===== src/rtl/regfile_write_arbiter.sv =====
// Shares the register-file write port between core writeback (priority) and a
// 2-entry buffered auxiliary requester, with a starvation stall so aux writes drain.
module regfile_write_arbiter #(
    parameter int unsigned STARVE_LIMIT = 4
) (
    input  logic        clk,
    input  logic        reset,
    input  logic        core_we,
    input  logic [4:0]  core_a3,
    input  logic [31:0] core_wd,
    output logic        stall,
    input  logic        aux_valid,
    output logic        aux_ready,
    input  logic [4:0]  aux_a3,
    input  logic [31:0] aux_wd,
    output logic        aux_pending,
    output logic        rf_we3,
    output logic [4:0]  rf_a3,
    output logic [31:0] rf_wd3
);

    typedef enum logic [1:0] {
        EMPTY = 2'd0,
        ONE   = 2'd1,
        TWO   = 2'd2
    } fifo_state_t;

    localparam logic [2:0] LIMIT = 3'(STARVE_LIMIT);

    fifo_state_t count;
    logic        head;
    logic        tail;
    logic [4:0]  buf_a3 [2];
    logic [31:0] buf_wd [2];
    logic [2:0]  starve_cnt;

    logic core_real;
    logic core_grant;
    logic fifo_grant;
    logic enq;

    always_comb begin
        aux_ready   = !reset && (count != TWO);
        aux_pending = !reset && (count != EMPTY);
        core_real   = core_we && (core_a3 != 5'd0);
        stall       = !reset && core_we && aux_pending && (starve_cnt == LIMIT);
        // A core write to $0 leaves the port free, so the FIFO head may take it.
        fifo_grant  = aux_pending && (stall || !core_real);
        core_grant  = !reset && !stall && core_real;
        enq         = aux_valid && aux_ready && (aux_a3 != 5'd0);
    end

    always_comb begin
        rf_we3 = 1'b0;
        rf_a3  = '0;
        rf_wd3 = '0;
        if (fifo_grant) begin
            rf_we3 = 1'b1;
            rf_a3  = buf_a3[head];
            rf_wd3 = buf_wd[head];
        end else if (core_grant) begin
            rf_we3 = 1'b1;
            rf_a3  = core_a3;
            rf_wd3 = core_wd;
        end
    end

    always_ff @(posedge clk) begin
        if (reset) begin
            count      <= EMPTY;
            head       <= 1'b0;
            tail       <= 1'b0;
            starve_cnt <= '0;
        end else begin
            case ({enq, fifo_grant})
                2'b10:   count <= (count == EMPTY) ? ONE : TWO;
                2'b01:   count <= (count == TWO) ? ONE : EMPTY;
                default: count <= count;
            endcase
            if (enq)
                tail <= ~tail;
            if (fifo_grant)
                head <= ~head;

            if (fifo_grant || count == EMPTY)
                starve_cnt <= '0;
            else if (core_grant && starve_cnt != LIMIT)
                starve_cnt <= starve_cnt + 3'd1;
        end
    end

    always_ff @(posedge clk) begin
        if (enq) begin
            buf_a3[tail] <= aux_a3;
            buf_wd[tail] <= aux_wd;
        end
    end

endmodule


===== config.mk =====
export PLATFORM = sky130hd
export DESIGN_NAME = regfile_write_arbiter
export DESIGN_NICKNAME = d
export VERILOG_FILES = /design/src/rtl/regfile_write_arbiter.sv
export SDC_FILE = /design/constraint.sdc
export NUM_CORES = 1
export LEC_CHECK = 0
export CAP_MARGIN = 0
export CORE_MARGIN = 5
export CORE_UTILIZATION = 49
export DETAILED_ROUTE_END_ITERATION = 16
export GPL_TIMING_DRIVEN = 0
export PLACE_DENSITY = 0.85
export SYNTH_ARGS = -nofsm -noshare
export SYNTH_HDL_FRONTEND = slang
export SYNTH_SLANG_ARGS = --single-unit

===== constraint.sdc =====
create_clock -name clk -period 8.1 [get_ports clk]
set_input_delay 0.81 -clock clk [delete_from_list [all_inputs] [get_ports clk]]
set_output_delay 0.81 -clock clk [all_outputs]
set_load 0.02 [all_outputs]

==> impl_metrics.py <==
metrics = {
    "floorplanning": {
        "start_util_pct": 49.59,
        "core-area_mm2": 0.007176,
        "die_area_mm2": 0.009066,
        "die_x_um": 95.22,
        "die_y_um": 95.22,
        "num_rows": 31,
        "num_io_pins": 119,
    },
    "clock_tree": {
        "clk-insertion-delay-late_ns": 0.33,
        "cts.sink_count": 82,
        "cts_tree": "done",
        "cts_root_buf": "clkbuf_8",
        "numCtsBuffers": 9,
        "cts_buffer_depth": 2,
        "clk_pin_slew_worst_paths_ns": 0.08,
        "post-cts-setup-buffers": 0,
        "cts-resized-gates": 0,
        "htreeDepth": 3,
        "cts_hold_buf": 0,
    },
    "power": {
        "p_sw_mw": 0.2072,
        "power_density_mw_per_mm2": 172.3,
        "p_leak_nw": 1.657,
        "vdd_ir_drop_max_mv": 0.08424,
        "intPower_mw": 0.6680,
        "seqPwrFrac_pct": 55.8,
        "clock_power_share_pct": 26.8,
        "combPwrFrac_pct": 17.4,
        "power_switching_share_pct": 23.68,
    },
    "critical_path": {
        "worstRegToRegCells": 9,
        "crit_end": "rf_wd3[10]",
        "reg2reg_slack_ns": 5.92,
        "r2r-end": "count[1]$_SDFFE_PP0P_",
        "cp-start-kind": "primary input",
        "worstPathRequired_ns": 7.29,
        "r2r-start": "count[1]$_SDFFE_PP0P_",
        "critPathKind": "in2out",
        "cp-startpoint": "reset",
        "worstPathArrival_ns": 3.33,
        "cp_max_fo": 10,
        "end_kind": "primary output",
    },
    "final_layout": {
        "fin_nets": 431,
        "final_cell_area_mm2": 0.005081,
        "fillCellCount": 488,
        "fin_cells": 452,
        "layout_commonest_cell": "clkdlybuf4s50_1",
        "drive_above_1_share_pct": 13.31,
        "n_antenna_cell": 0,
        "area_growth_syn_to_layout_pct": 42.79,
        "layout.cells.most_common_list": "118 x clkdlybuf4s50_1, 74 x edfxtp_1, 39 x mux2i_1",
    },
    "placed_design": {
        "placed_cell_area_mm2": 0.004933,
        "port_buffers": 118,
        "dp_cells": 438,
        "dpl.hpwl_mm": 5.804,
        "place_ws_ns": 3.962,
        "gp_congestion": 0.7420,
    },
    "sta": {
        "relSlewSlack_pct": 49.67,
        "fin_crit_ns": 4.135,
        "setup_violations": 0,
        "fmax_ghz": 0.2418,
        "slew_viol_final": 0,
        "whs_ns": 0.4581,
        "tns_ns": 0,
        "tightest_slew_ns": 0.7549,
        "setup_slack_ns": 3.965,
        "hold_viol_final": 0,
        "fin_worst_skew_ns": 0.008326,
        "finalCritPeriodShare_pct": 51.05,
        "rsz0062_at_grt": "no",
    },
    "synth": {
        "yosysSeqAreaShare_pct": 66.95,
        "yosysTopAreaCellShare_pct": 62.45,
        "syn_area_mm2": 0.003558,
        "yosysUniqueCellTypes": 27,
        "synth_area_leader_cell": "edfxtp_1",
        "yosys_warnings": 0,
        "syn_avg_cell_area_um2": 16.25,
        "synthCells": 219,
        "yosys_register_bits": 82,
        "synth_nets": 300,
        "synth_area_leaders": "edfxtp_1 62%, mux2i_1 11%, o2bb2ai_2 8.4%",
    },
    "grt": {
        "overflow": 0,
        "grt_pass1_vias": 2532,
        "grt_pass1_wl_mm": 11.88,
        "grt_start_max_net_pins": 24,
        "antenna_found_initial": 0,
        "globalRouteTotalUtil_pct": 17.36,
    },
    "route": {
        "drc": 0,
        "first_pass_iters": 4,
        "num_vias": 2349,
        "routedWlPerCell_um": 17.12,
        "ant_nets": 0,
        "wirelength_mm": 7.738,
        "via_per_inst": 5.197,
        "drtIter0Drc": 98,
    },
    "worst_hold_path": {
        "hold_path_startpoint": "starve_cnt[0]$_SDFFE_PP0P_",
        "hold_depth": 1,
        "hold_path.class": "reg2reg",
    },
    "job": {
        "cap_viol_max_count": 0,
    },
    "status": {
        "status": "completed",
    },
}
[critical path, cell delays in order]
cell	delay, ns
clkdlybuf4s50_1	0.52
inv_1	0.16
o211a_1	0.26
o21a_1	0.29
clkbuf_1	0.42
o2bb2ai_1	0.18
clkdlybuf4s50_1	0.66
[per-layer routing]
layer / GRT usage [%] / part of all wire [%] / up-vias
li1: - / - / 1123
met1: 20.60 / 41 / 1132
met2: 30.67 / 52 / 85
met3: 3.710 / 6.1 / 9
met4: 6.731 / 1.2 / 0
met5: 0 / 0 / -
[worst min-delay path by stage]
| stage | to | slack [ns] |
|---|---|---|
| after detailed placement | starve_cnt[0]$_SDFFE_PP0P_ | 0.46 |
| after CTS | starve_cnt[0]$_SDFFE_PP0P_ | 0.47 |
| final | starve_cnt[0]$_SDFFE_PP0P_ | 0.46 |
| after floorplan | starve_cnt[0]$_SDFFE_PP0P_ | 0.42 |
| after global placement | starve_cnt[0]$_SDFFE_PP0P_ | 0.43 |
| after global routing | starve_cnt[0]$_SDFFE_PP0P_ | 0.51 |
[cell usage after synthesis]
master     instances
a211oi_1           1
a21oi_1            5
buf_2              4
buf_6              3
clkbuf_1           4
dfxtp_1            8
edfxtp_1          74
ha_1               3
inv_1              8
mux2i_1           39
nand2_1            8
nand2b_4           1
nand3_1            1
nor2_1             8
nor3_1             1
nor3b_1            1
o211a_1            2
o211ai_1           1
o21a_1             1
o21ai_0            9
o2bb2ai_1         12
o2bb2ai_2         20
or2_2              1
or3_1              1
or4_1              1
or4_4              1
xor2_1             1
[state kept, by name (all words and copies together), names as in the netlist, named ones only]
name,count
count,2
head,1
buf_a3,10
buf_wd,64
starve_cnt,3
tail,1
[cell type report]
type,instances,area [µm²],share of cell area (%)
Multi-Input combinational cell,118,1092,21.50
Clock inverter,5,23.77,0.4679
Timing Repair Buffer,120,1236,24.33
Inverter,8,30.03,0.5910
Buffer,11,68.82,1.354
Sequential cell,82,2382,46.88
Clock buffer,9,123.9,2.438
Tap cell,99,123.9,2.438
[power groups by stage]
stage | Combinational (mW) | Sequential (mW) | Clock, mW
final | 0.152 | 0.488 | 0.235
after global routing | 0.163 | 0.490 | 0.257
after CTS | 0.154 | 0.488 | 0.241
after detailed placement | 0.153 | 0.498 | 0
after global placement | 0.145 | 0.497 | 0
after floorplan | 0.0683 | 0.497 | 0
[cell families (layout without fill, tap and decap cells)]
family,after synthesis,count (layout),synth area share [%]
flops,82,82,66.95
compound gates,51,51,14.56
mux,39,39,10.97
simple gates,24,24,3.446
buf+inv,19,153,2.778
fa+ha+maj,3,3,1.055
xor+xnor,1,1,0.2462
[through the flow]
step,power (mW),util [%]
after floorplan,0.5650,-
after global placement,0.6424,67.78
after detailed placement,0.6513,68.75
after CTS,0.8832,70.81
after global routing,0.9098,70.81
final,0.8752,70.81
Note: power is estimated with default switching activity, not from simulation.
